File: src/rtl/crt_encoder_if.sv
// Handshake bundle for crt_encoder: residue-pair request in, reconstructed word and status out.
interface crt_encoder_if #(
  parameter int WIDTH_W = 13,
  parameter int WIDTH_R = 7
);
  logic               start;
  logic [WIDTH_R-1:0] A;
  logic [WIDTH_R-1:0] B;
  logic [WIDTH_W-1:0] W;
  logic               busy;
  logic               done;
  logic               err;

  modport master (output start, A, B, input W, busy, done, err);
  modport slave  (input start, A, B, output W, busy, done, err);
endinterface

File: src/rtl/crt_encoder.sv
// CRT reconstruction of W from (W mod MOD_A, W mod MOD_B) with consecutive moduli, via shift-add.
// Optional input range checking is enabled by defining CRT_RANGE_CHECK_EN.
module crt_encoder #(
  parameter int WIDTH_W = 13,
  parameter int WIDTH_R = 7,
  parameter int MOD_A   = 80,
  parameter int MOD_B   = 81
) (
  input logic         clk,
  input logic         reset,
  crt_encoder_if.slave bus
);
  localparam int CW = $clog2(WIDTH_R + 1);
  localparam logic [WIDTH_R-1:0] MOD_B_R = WIDTH_R'(MOD_B);

  localparam logic [1:0] IDLE   = 2'd0;
  localparam logic [1:0] REDUCE = 2'd1;
  localparam logic [1:0] MUL    = 2'd2;
  localparam logic [1:0] FINISH = 2'd3;

  if (MOD_B != MOD_A + 1) begin : g_mod_check
    $error("crt_encoder: MOD_B must equal MOD_A+1");
  end

  logic [1:0]         state;
  logic [WIDTH_R-1:0] a_r, b_r, k_r;
  logic [WIDTH_W:0]   acc, mcand;
  logic [CW-1:0]      cnt;
  logic [WIDTH_W-1:0] w_r;
  logic               busy_r, done_r;

`ifdef CRT_RANGE_CHECK_EN
  localparam logic [WIDTH_R-1:0] MOD_A_R = WIDTH_R'(MOD_A);
  logic bad_r, err_r;
  assign bus.err = err_r;
`else
  assign bus.err = 1'b0;
`endif

  assign bus.W    = w_r;
  assign bus.busy = busy_r;
  assign bus.done = done_r;

  // NOTE: every register here is state, so all updates are non-blocking; mixing in
  // blocking assignments would make results depend on simulator process ordering.
  always_ff @(posedge clk or posedge reset) begin
    if (reset) begin
      state  <= IDLE;
      a_r    <= '0;
      b_r    <= '0;
      k_r    <= '0;
      acc    <= '0;
      mcand  <= '0;
      cnt    <= '0;
      w_r    <= '0;
      busy_r <= 1'b0;
      done_r <= 1'b0;
`ifdef CRT_RANGE_CHECK_EN
      bad_r  <= 1'b0;
      err_r  <= 1'b0;
`endif
    end else begin
      case (state)
        IDLE: begin
          if (bus.start) begin
            a_r    <= bus.A;
            b_r    <= bus.B;
            busy_r <= 1'b1;
`ifdef CRT_RANGE_CHECK_EN
            // Out-of-range residues skip the datapath and report on the next edge.
            if (bus.A >= MOD_A_R || bus.B >= MOD_B_R) begin
              bad_r <= 1'b1;
              state <= FINISH;
            end else begin
              bad_r <= 1'b0;
              state <= REDUCE;
            end
`else
            state <= REDUCE;
`endif
          end
        end

        REDUCE: begin
          // k = (A - B) mod MOD_B, since MOD_A is -1 modulo MOD_B.
          k_r   <= (a_r >= b_r) ? a_r - b_r : a_r - b_r + MOD_B_R;
          acc   <= '0;
          mcand <= (WIDTH_W+1)'(MOD_A);
          cnt   <= CW'(WIDTH_R);
          state <= MUL;
        end

        MUL: begin
          if (k_r[0]) acc <= acc + mcand;
          k_r   <= k_r >> 1;
          mcand <= mcand << 1;
          cnt   <= cnt - CW'(1);
          if (cnt == CW'(1)) state <= FINISH;
        end

        FINISH: begin
          // Stay in FINISH through the done cycle so a start coinciding with done is dropped.
          if (!done_r) begin
`ifdef CRT_RANGE_CHECK_EN
            if (!bad_r) w_r <= WIDTH_W'(acc + (WIDTH_W+1)'(a_r));
            err_r <= bad_r;
`else
            w_r <= WIDTH_W'(acc + (WIDTH_W+1)'(a_r));
`endif
            done_r <= 1'b1;
            busy_r <= 1'b0;
          end else begin
            done_r <= 1'b0;
`ifdef CRT_RANGE_CHECK_EN
            err_r  <= 1'b0;
`endif
            state  <= IDLE;
          end
        end

        default: state <= IDLE;
      endcase
    end
  end
endmodule

File: src/flat_wrapper.sv
// flat-port wrapper written by rule: the top's interface ports become plain ports
module crt_encoder_flat 
#(
  parameter int WIDTH_W = 13,
  parameter int WIDTH_R = 7,
  parameter int MOD_A   = 80,
  parameter int MOD_B   = 81
)
  (clk, reset, bus_start, bus_A, bus_B, bus_W, bus_busy, bus_done, bus_err);
  crt_encoder_if #(.WIDTH_W(WIDTH_W), .WIDTH_R(WIDTH_R)) bus_i ();
  input logic clk;
  input logic reset;
  input wire logic [$bits(bus_i.start)-1:0] bus_start;
  input wire logic [$bits(bus_i.A)-1:0] bus_A;
  input wire logic [$bits(bus_i.B)-1:0] bus_B;
  output wire logic [$bits(bus_i.W)-1:0] bus_W;
  output wire logic [$bits(bus_i.busy)-1:0] bus_busy;
  output wire logic [$bits(bus_i.done)-1:0] bus_done;
  output wire logic [$bits(bus_i.err)-1:0] bus_err;
  assign bus_i.start = bus_start;
  assign bus_i.A = bus_A;
  assign bus_i.B = bus_B;
  assign bus_W = bus_i.W;
  assign bus_busy = bus_i.busy;
  assign bus_done = bus_i.done;
  assign bus_err = bus_i.err;
  crt_encoder #(.WIDTH_W(WIDTH_W), .WIDTH_R(WIDTH_R), .MOD_A(MOD_A), .MOD_B(MOD_B)) u_core (.clk(clk), .reset(reset), .bus(bus_i));
endmodule
File: config.mk
export PLATFORM = sky130hd
export DESIGN_NAME = crt_encoder_flat
export DESIGN_NICKNAME = d
export VERILOG_FILES = /design/src/rtl/crt_encoder_if.sv /design/src/rtl/crt_encoder.sv /design/src/flat_wrapper.sv
export SDC_FILE = /design/constraint.sdc
export NUM_CORES = 1
export LEC_CHECK = 0
export ABC_AREA = 1
export BUFFER_PORTS_ARGS = -buffer_cell sky130_fd_sc_hd__buf_2
export CAP_MARGIN = 20
export CELL_PAD_IN_SITES_DETAIL_PLACEMENT = 1
export CELL_PAD_IN_SITES_GLOBAL_PLACEMENT = 1
export CORE_ASPECT_RATIO = 1.75
export CORE_UTILIZATION = 48
export CTS_CLUSTER_SIZE = 25
export DETAILED_ROUTE_END_ITERATION = 8
export PLACE_DENSITY_LB_ADDON = 0.1
export SYNTH_ARGS = -nofsm -noshare
export SYNTH_HDL_FRONTEND = slang
export SYNTH_SLANG_ARGS = --single-unit
File: constraint.sdc
create_clock -name clk -period 5.4 [get_ports clk]
set_input_delay 1.08 -clock clk [delete_from_list [all_inputs] [get_ports clk]]
set_output_delay 1.08 -clock clk [all_outputs]
set_load 0.005 [all_outputs]
==> results of run 1 <==
-- cells by family after synthesis --
logic type / Yosys count / share of synthesized area (%)
AO/OA/AOI/OAI: 60 / 10.4
XOR/XNOR: 3 / 0.768
adder cells (fa/ha/maj): 27 / 10.3
buffers and inverters: 71 / 7.97
flip-flops: 59 / 43.1
multiplexers: 7 / 2.30
other: 1 / 0.110
AND/OR/NAND/NOR: 199 / 25.0
-- power groups by stage --
stage / logic (mW) / registers, mW / clock network [mW]
floorplan: 1.11 / 0.701 / 0
global placement: 1.40 / 0.729 / 0
detailed placement: 1.47 / 0.738 / 0
CTS: 1.51 / 0.734 / 0.524
global route: 1.68 / 0.751 / 0.544
finish: 1.47 / 0.733 / 0.519
-- worst paths after layout --
path                       cells past startpoint              end  slack (ps)       startpoint
setup / recovery                               8  u_core.state[0]        2910  u_core.state[0]
hold / removal                                 2  u_core.bus.W[1]         470  u_core.bus.W[1]
setup reg to reg                               8  u_core.state[0]        2910  u_core.state[0]
hold reg to reg                                2  u_core.bus.W[1]         470  u_core.bus.W[1]
max in group asynchronous                      3    u_core.k_r[5]        3940            reset
min in group asynchronous                      3  u_core.bus.W[1]         960            reset
-- flip-flops by register name, indices dropped and copies added (netlist names) --
name             flops
u_core.acc           9
u_core.cnt           3
u_core.state         2
u_core.bus.W        13
u_core.bus.done      1
u_core.a_r           7
u_core.bus.busy      1
u_core.k_r           7
u_core.mcand         9
u_core.b_r           7
-- through the flow --
| step | hold WS (ps) | instances | power, mW | setup slack, ps | utilization (%) |
|---|---|---|---|---|---|
| 3_5_place_dp | 463 | 536 | 2.21 | 2930 | 53.3 |
| 3_3_place_gp | 458 | 536 | 2.13 | 3110 | 53.3 |
| 4_1_cts | 478 | 552 | 2.77 | 2890 | 57.3 |
| 6_report | 474 | 552 | 2.72 | 2910 | 57.3 |
| 5_1_grt | 508 | 552 | 2.97 | 2580 | 57.3 |
| 2_1_floorplan | 449 | 427 | 1.81 | 2860 | - |
-- placed cells by master (no fill, tap or decap), drive strengths merged --
cell type,instances
nand2,133
inv,64
dfrtp,59
buf,32
nor2,29
nand3,28
ha,25
o21ai,21
a21oi,20
o22ai,9
clkbuf,9
mux2,7
clkinv,5
nand4,4
nor3,3
o211ai,2
xor2,2
a22oi,2
a22o,2
o31ai,2
fa,2
clkinvlp,2
o21bai,1
nand3b,1
or2,1
a31oi,1
xnor2,1
conb,1
-- tightest hold or removal path, stage by stage (launching register included) --
cell,delay (ps)
dfrtp_1,340
nand2_1,50
nand2_1,50
-- per-layer routing --
metal | GRT usage, % | wire, um
met1 | 24.9 | 3210
met2 | 51.6 | 5190
met3 | 4.90 | 169
met4 | 14.3 | 340
met5 | 0 | 0
-- final cells by class --
class                   count  area (um2)
clock buffers               9         225
repair buffers             32         163
inverters                  64         240
well taps                  84         105
clock inverters             7        43.8
fillers                   878        2930
flip-flops and latches     59        1480
multi-input cells         297        1670
==> impl_metrics.tcl, run 1 <==
set metrics [dict create \
    post-cts-setup-buffers 0 \
    hold_viol_final 0 \
    gp_congestion 0.772 \
    die-height_um 114 \
    cp-end-kind "flop" \
    pwr_density_cell_mw_per_mm2 694 \
    grt_pass1_wl_um 14800 \
    final-setup-viol-count 0 \
    net-switching-power_mw 1.28 \
    antenna_found_initial 0 \
    antennaDiodeCount 0 \
    ios 33 \
    finalMaxSlewViolations 0 \
    grt_setup_unrepaired "false" \
    tightest_slew_ps 758 \
    path_cells "ha_1 > inv_1 > nor2_1 > clkinv_1 > o21ai_0 > nor2_1 > o21ai_0 > o21ai_0" \
    drc 0 \
    ys_async_sr_fraction_pct 100 \
    clock-sinks 59 \
    yosysWarnings 0 \
    clockPowerShare_pct 19.0 \
    yosys.area.top_type "dfrtp_1" \
    vias 2922 \
    synth-edff-count 0 \
    path_buf_inv 2 \
    rows 40 \
    fin_crit_ps 2490 \
    irDropWorstVdd_uv 368 \
    cpMostUsedCell "o21ai_0" \
    avgSynthCellArea_um2 8.01 \
    cts_root_buf "clkbuf_16" \
    cts_hold_buffers 0 \
    drt_first_iter_violations 90 \
    routed_wl_um 8910 \
    fmax_mhz 402 \
    start_util_pct 49.9 \
    synth-main-ff-cell "dfrtp_1" \
    fp.dieW_um 65.8 \
    yosys.area.top_type_share_pct 43.1 \
    cts-resized-gates 0 \
    finalInstanceArea_mm2 0.00393 \
    swShare_pct 46.9 \
    path_clk_slew_ps 50 \
    cts-buffers-inserted 9 \
    vias_per_cell 5.29 \
    layout.nets 507 \
    clkLatencyLatePin_ps 330 \
    hpwl_um 6550 \
    firstDrtPassIters 4 \
    arrival_ps 2690 \
    post_dp_cell_area_mm2 0.00366 \
    io_buffer_count 31 \
    relSlewSlack_pct 49.5 \
    synth_cell_types 38 \
    drt-wirelength-per-cell_um 16.1 \
    seq_area_frac_synth_pct 43.1 \
    critPathKind "flop to flop" \
    yosysMostFrequentCell "nand2_1" \
    dieArea_mm2 0.00748 \
    post-route-period-util_pct 46.1 \
    worstPathRequired_ps 5610 \
    h-tree-depth 3 \
    synth_area_leaders "dfrtp_1 (43%), nand2_1 (14%), ha_1 (9.1%), inv_1 (6.6%), nand3_1 (3.8%)" \
    areaGrowthSynthToFinish_pct 14.7 \
    syn_inst 427 \
    detail-route-antenna-nets 0 \
    final.setup.tns_ps 0 \
    finalClockSkew_ps 5.93 \
    ys_top_cells_by_count "nand2_1 (126), inv_1 (60), dfrtp_1 (59)" \
    syn-cell-area_mm2 0.00342 \
    pwr-share-seq_pct 26.9 \
    startpoint_type "flop" \
    status "completed" \
    core_area_mm2 0.00686 \
    cp_slowest_stage_delay_ps 660 \
    clockBufferDepth 2 \
    crit_fanout 19 \
    ys_ff_latch 59 \
    intPower_mw 1.45 \
    drv_cap 0 \
    grtUsageTotal_pct 26.7 \
    grt_remaining_overflow 0 \
    slowest_stage "clkinv_1" \
    combPwrFrac_pct 54.1 \
    cts_tree "built" \
    syn-num-nets 471 \
    drive_gt1_share_pct 16.5 \
    cellLeakagePower_nw 2.16 \
    holdCritPathClass "flop to flop" \
    crit_family "buffers and inverters" \
    grt_pass1_vias 3199 \
    grt_max_degree 60 \
]
No activity file was read; power rests on OpenSTA's default activity.
==> run 2: changes to the inputs <==
--- a/config.mk
+++ b/config.mk
@@ -11,7 +11,7 @@
 export CELL_PAD_IN_SITES_DETAIL_PLACEMENT = 1
 export CELL_PAD_IN_SITES_GLOBAL_PLACEMENT = 1
 export CORE_ASPECT_RATIO = 1.75
-export CORE_UTILIZATION = 48
+export CORE_UTILIZATION = 40
 export CTS_CLUSTER_SIZE = 25
 export DETAILED_ROUTE_END_ITERATION = 8
 export PLACE_DENSITY_LB_ADDON = 0.1
==> constraint.sdc (replaced) <==
create_clock -name clk -period 2 [get_ports clk]
set_input_delay 0.4 -clock clk [delete_from_list [all_inputs] [get_ports clk]]
set_output_delay 0.4 -clock clk [all_outputs]
set_load 0.005 [all_outputs]
==> run 2 against run 1 <==
  * The flow now finishes with violations (setup timing)
  * Power grew to 3.0 times the previous value
  * Highest routed layer unchanged
  * Non-clock buffer count is 14 higher
  * Routed wire length is 1.2% lower
  * Die area is 20% higher
  * Flip-flop and latch count stayed put
  * Worst setup slack worse by 2900 ps
  * Critical path depth is 5 higher
  * Via count is 0.99% higher
  * Sequential share of layout area is 2.5 points lower
  * Largest cell class unchanged
  * Final area is 7.1% higher
  * Fmax is 24% higher
  * Combinational power grew to 3.0 times the previous value
==> impl_metrics.tcl, run 2 (synthesized netlist as in run 1, its figures left out) <==
set metrics [dict create \
    multi_input_area_mm2 0.00173 \
    final-setup-viol-count 1 \
    relSlewSlack_pct 63.5 \
    power_mw 8.04 \
    fmax_mhz 497 \
    grt_max_degree 60 \
    pwr_density_cell_mw_per_mm2 1910 \
    dp_cells 579 \
    fillers 994 \
    grt_pass1_vias 3099 \
    timing.final.ws_setup_ps -12.8 \
    io_buffer_count 31 \
    post-route-period-util_pct 101 \
    violations "setup timing" \
    dp_slack_ps -11.4 \
    vias_per_cell 4.94 \
    clock-sinks 59 \
    grt_remaining_overflow 0 \
    dieArea_mm2 0.00894 \
    finalMaxSlewViolations 0 \
    tightest_slew_ps 546 \
    clkLatencyLatePin_ps 330 \
    ios 33 \
    die-height_um 124 \
    gp_congestion 0.809 \
    cts-buffers-inserted 9 \
    worstPathRequired_ps 2270 \
    largest_reg_flops 13 \
    cellLeakagePower_nw 2.26 \
    drt-wirelength-per-cell_um 14.8 \
    holdCritPathClass "input port to async pin" \
    finalInstanceArea_mm2 0.00421 \
    fin_util_pct 50.6 \
    r2r_slack_ps -10 \
    drc 0 \
    cts_root_buf "clkbuf_16" \
    cts_tree "built" \
    hold_viol_final 0 \
    finalClockSkew_ps 7.10 \
    firstDrtPassIters 4 \
    reg2regPathDepth 13 \
    cp-end-kind "flop" \
    layout.nets 521 \
    antenna_found_initial 0 \
    fp.dieW_um 71.9 \
    grt_pass1_wl_um 14800 \
    final.setup.tns_ps -12.8 \
    detail-route-antenna-nets 0 \
    cts_hold_buffers 0 \
    post_dp_cell_area_mm2 0.00380 \
    h-tree-depth 3 \
    rows 44 \
    layout_common_cells "nand2_1 (125), dfrtp_1 (58), inv_1 (56)" \
    irDropWorstVdd_uv 1040 \
    hold-worst-slack_ps 124 \
    seq_area_mm2 0.00148 \
    start_util_pct 41.2 \
    arrival_ps 2280 \
    drive_gt1_share_pct 21.6 \
    core_area_mm2 0.00831 \
    path_clk_slew_ps 50 \
    drt_first_iter_violations 129 \
    critPathKind "flop to flop" \
    crit_fanout 3 \
    mostFrequentLayoutCell "nand2_1" \
    fin_cells 597 \
    status "finished with violations" \
    routed_wl_um 8810 \
    drv_cap 0 \
    areaGrowthSynthToFinish_pct 22.9 \
    grt_setup_unrepaired "true" \
    clockBufferDepth 2 \
    hpwl_um 6690 \
    fin_crit_ps 2010 \
    antennaDiodeCount 0 \
    grtUsageTotal_pct 21.9 \
    startpoint_type "flop" \
    vias 2951 \
]
[run 2: changes by cell type in the layout (fill, tap and decap cells not counted), sizes merged]
| cell | delta |
|---|---|
| buf | +14 |
| clkbuf | +3 |
| bufinv | +2 |
| inv | -1 |
| clkinv | -3 |
| clkinvlp | -1 |
[run 2: per-layer routing]
metal	track usage, %	part of all wire [%]
met1	22.5	36
met3	4.61	1.7
met5	0	0
met2	42.2	61
met4	6.92	1.5
[run 2: where the power goes]
part | internal, mW | switching (mW)
combinational | 1.71 | 2.67
sequential | 1.66 | 0.306
clock | 1.16 | 0.541
[run 2: final timing paths]
path	startpoint	end
max reg2reg	u_core.a_r[0]	u_core.k_r[6]
min	reset	u_core.bus.W[10]
max	u_core.a_r[0]	u_core.k_r[6]
min reg2reg	u_core.bus.W[2]	u_core.bus.W[2]
max in group asynchronous	reset	u_core.cnt[0]
min in group clk	bus_A[1]	u_core.a_r[1]
[run 2: critical path: stages, from the launching register on]
cell	delay, ps
dfrtp_1	370
inv_2	80
ha_4	120
inv_2	40
fa_2	570
ha_2	170
inv_2	40
nor2_4	110
nand3_2	80
nand3_2	100
nand2_1	50
nand2_1	60
nand3_1	70
nand2_1	70
[run 2: repair_timing]
action,CTS,global route
resized for setup,1,17
setup buffers,0,2
endpoints found under the setup margin,1,5
pin swaps,1,10
hold endpoints to repair,0,0
[run 2: area by class of cell]
class / count / share of cell area [%]
clock inverter: 4 / 1.73
sequential: 59 / 35.1
tap: 115 / 3.42
multi-input combinational: 297 / 41.2
inverter: 64 / 5.71
timing repair buffer: 46 / 6.66
clock buffer: 12 / 6.10
==> run 3: changes to the inputs <==
--- a/config.mk
+++ b/config.mk
@@ -15,6 +15,7 @@
 export CTS_CLUSTER_SIZE = 25
 export DETAILED_ROUTE_END_ITERATION = 8
 export PLACE_DENSITY_LB_ADDON = 0.1
+export RECOVER_POWER = 50
 export SYNTH_ARGS = -nofsm -noshare
 export SYNTH_HDL_FRONTEND = slang
 export SYNTH_SLANG_ARGS = --single-unit
==> run 3 against run 2 <==
  * Sequential share of layout area rose by 0.14 points
  * Clock skew about the same
  * Critical endpoint unchanged
  * Clock-buffer cell count stayed put
  * Clock power about the same
  * Worst setup slack unchanged
  * Cell count stayed put
  * Global-route usage is the same
  * Via count did not move
  * The flow finishes with violations (capacitance limit, setup timing)
  * Critical path depth unchanged
  * Power is essentially flat
  * Die area is the same
  * Worst hold slack gained 180 ps
==> impl_metrics.tcl, run 3 (synthesized netlist as in run 1, its figures left out) <==
set metrics [dict create \
    cts_root_buf "clkbuf_16" \
    antennaDiodeCount 0 \
    finalInstanceArea_mm2 0.00419 \
    reg2regPathDepth 13 \
    cts_hold_buffers 0 \
    net-switching-power_mw 3.52 \
    dieArea_mm2 0.00894 \
    gp_congestion 0.809 \
    cp-end-kind "flop" \
    slowest_stage "fa_2" \
    r2r_end "u_core.k_r[6]" \
    routed_wl_um 8810 \
    cts-buffers-inserted 9 \
    io_buffer_count 31 \
    finalClockSkew_ps 7.11 \
    layout_common_cells "nand2_1 (125), dfrtp_1 (58), inv_1 (57)" \
    die-height_um 124 \
    fp.dieW_um 71.9 \
    cts_tree "built" \
    irDropWorstVdd_uv 1040 \
    relSlewSlack_pct 0.194 \
    crit_end "u_core.k_r[6]" \
    clkLatencyLatePin_ps 330 \
    post-route-period-util_pct 101 \
    r2r-start "u_core.a_r[0]" \
    dp_cells 579 \
    grt_remaining_overflow 0 \
    grtUsageTotal_pct 21.9 \
    areaGrowthSynthToFinish_pct 22.4 \
    critPathKind "flop to flop" \
    drive_gt1_share_pct 21.2 \
    arrival_ps 2280 \
    post_dp_cell_area_mm2 0.00380 \
    drv_cap 1 \
    crit_fanout 3 \
    combPwrFrac_pct 54.4 \
    clockPowerShare_pct 21.1 \
    vias 2951 \
    holdCritPathClass "input port to flop" \
    finalMaxSlewViolations 0 \
    intPower_mw 4.52 \
    swShare_pct 43.8 \
    path_cells "inv_2 > ha_4 > inv_2 > fa_2 > ha_2 > inv_2 > nor2_4 > nand3_2 > nand3_2 > nand2_1 > nand2_1 > nand3_1 > nand2_1" \
    core_area_mm2 0.00831 \
    h-tree-depth 3 \
    grt_pass1_vias 3099 \
    fin_crit_ps 2010 \
    fillers 997 \
    status "finished with violations" \
    fin_util_pct 50.4 \
    start_util_pct 41.2 \
    timing.final.ws_setup_ps -12.8 \
    r2r_slack_ps -10 \
    grt_pass1_wl_um 14800 \
    fmax_mhz 497 \
    vias_per_cell 4.94 \
    critPathLaunch "u_core.a_r[0]" \
    drt-wirelength-per-cell_um 14.8 \
    hpwl_um 6690 \
    grt_max_degree 60 \
    worstPathRequired_ps 2270 \
    cp_slowest_stage_delay_ps 570 \
    final-setup-viol-count 1 \
    clock-sinks 59 \
    largest_reg_flops 13 \
    mostFrequentLayoutCell "nand2_1" \
    hold_viol_final 0 \
    grt_setup_unrepaired "true" \
    ios 33 \
    rows 44 \
    pwr-share-seq_pct 24.5 \
    cellLeakagePower_nw 2.25 \
    detail-route-antenna-nets 0 \
    pwr_density_cell_mw_per_mm2 1920 \
    clockBufferDepth 2 \
    drc 0 \
    startpoint_type "flop" \
    firstDrtPassIters 4 \
    violations "capacitance limit, setup timing" \
    drt_first_iter_violations 130 \
    tightest_slew_ps 1500 \
    fin_cells 597 \
    path_clk_slew_ps 60 \
    antenna_found_initial 0 \
    layout.nets 521 \
]
[run 3: cell count changes in the layout (fill, tap and decap cells not counted), sizes merged]
cell / delta
buf: -2
clkbuf: +2
[run 3: how the worst min path moves through the flow]
stage / startpoint / slack, ps / depth (start not counted) / to
2_1_floorplan: u_core.k_r[6] / 450 / 2 / u_core.k_r[6]
3_3_place_gp: u_core.bus.W[2] / 450 / 2 / u_core.bus.W[2]
3_5_place_dp: u_core.bus.W[2] / 460 / 2 / u_core.bus.W[2]
4_1_cts: reset / 130 / 3 / u_core.bus.W[10]
5_1_grt: bus_B[0] / 300 / 2 / u_core.b_r[0]
6_report: bus_A[1] / 300 / 2 / u_core.a_r[1]
[run 3: area by class of cell]
type                       count  area, um2  share of cell area, %
tap                          115        144                   3.43
sequential                    59       1480                   35.3
clock buffer                  12        256                   6.12
clock inverter                 4       72.6                   1.73
multi-input combinational    297       1730                   41.4
timing repair buffer          46        264                   6.30
inverter                      64        240                   5.73
[run 3: stage by stage]
step                      TNS [ps]  power [mW]  hold slack, ps  worst slack [ps]
after global routing          -371        8.79             303              -119
after detailed placement     -11.4        6.13             456             -11.4
final                        -12.8        8.04             302             -12.8
after CTS                        0        7.91             135              5.37
after floorplan                  0        4.89             449               127
after global placement           0        5.97             452              35.0
[run 3: what timing repair did]
item	in CTS	in global routing
pin swaps	1	10
setup endpoints to repair	1	5
setup buffers	0	2
gates resized for setup	1	17
[run 3: critical path: cells and delay by family, from the launching register on]
kind	cells	cell delay [ps]
DFF	1	370
buffers and inverters	3	160
and+or+nand+nor	7	540
adders and majority gates	3	860
[run 3: layer usage]
metal	GRT usage [%]	vias to the layer above	share of wire, %
met5	0	-	0
met4	6.92	0	1.5
met3	4.61	11	1.7
met2	42.2	25	60
met1	22.5	1443	36
li1	-	1472	-
[run 3: power groups by stage]
stage | Clock [mW] | Combinational [mW] | Sequential (mW)
finish | 1.70 | 4.37 | 1.97
global route | 1.79 | 4.98 | 2.03
CTS | 1.74 | 4.22 | 1.96
detailed placement | 0 | 4.16 | 1.97
global placement | 0 | 4.01 | 1.95
floorplan | 0 | 3.00 | 1.89
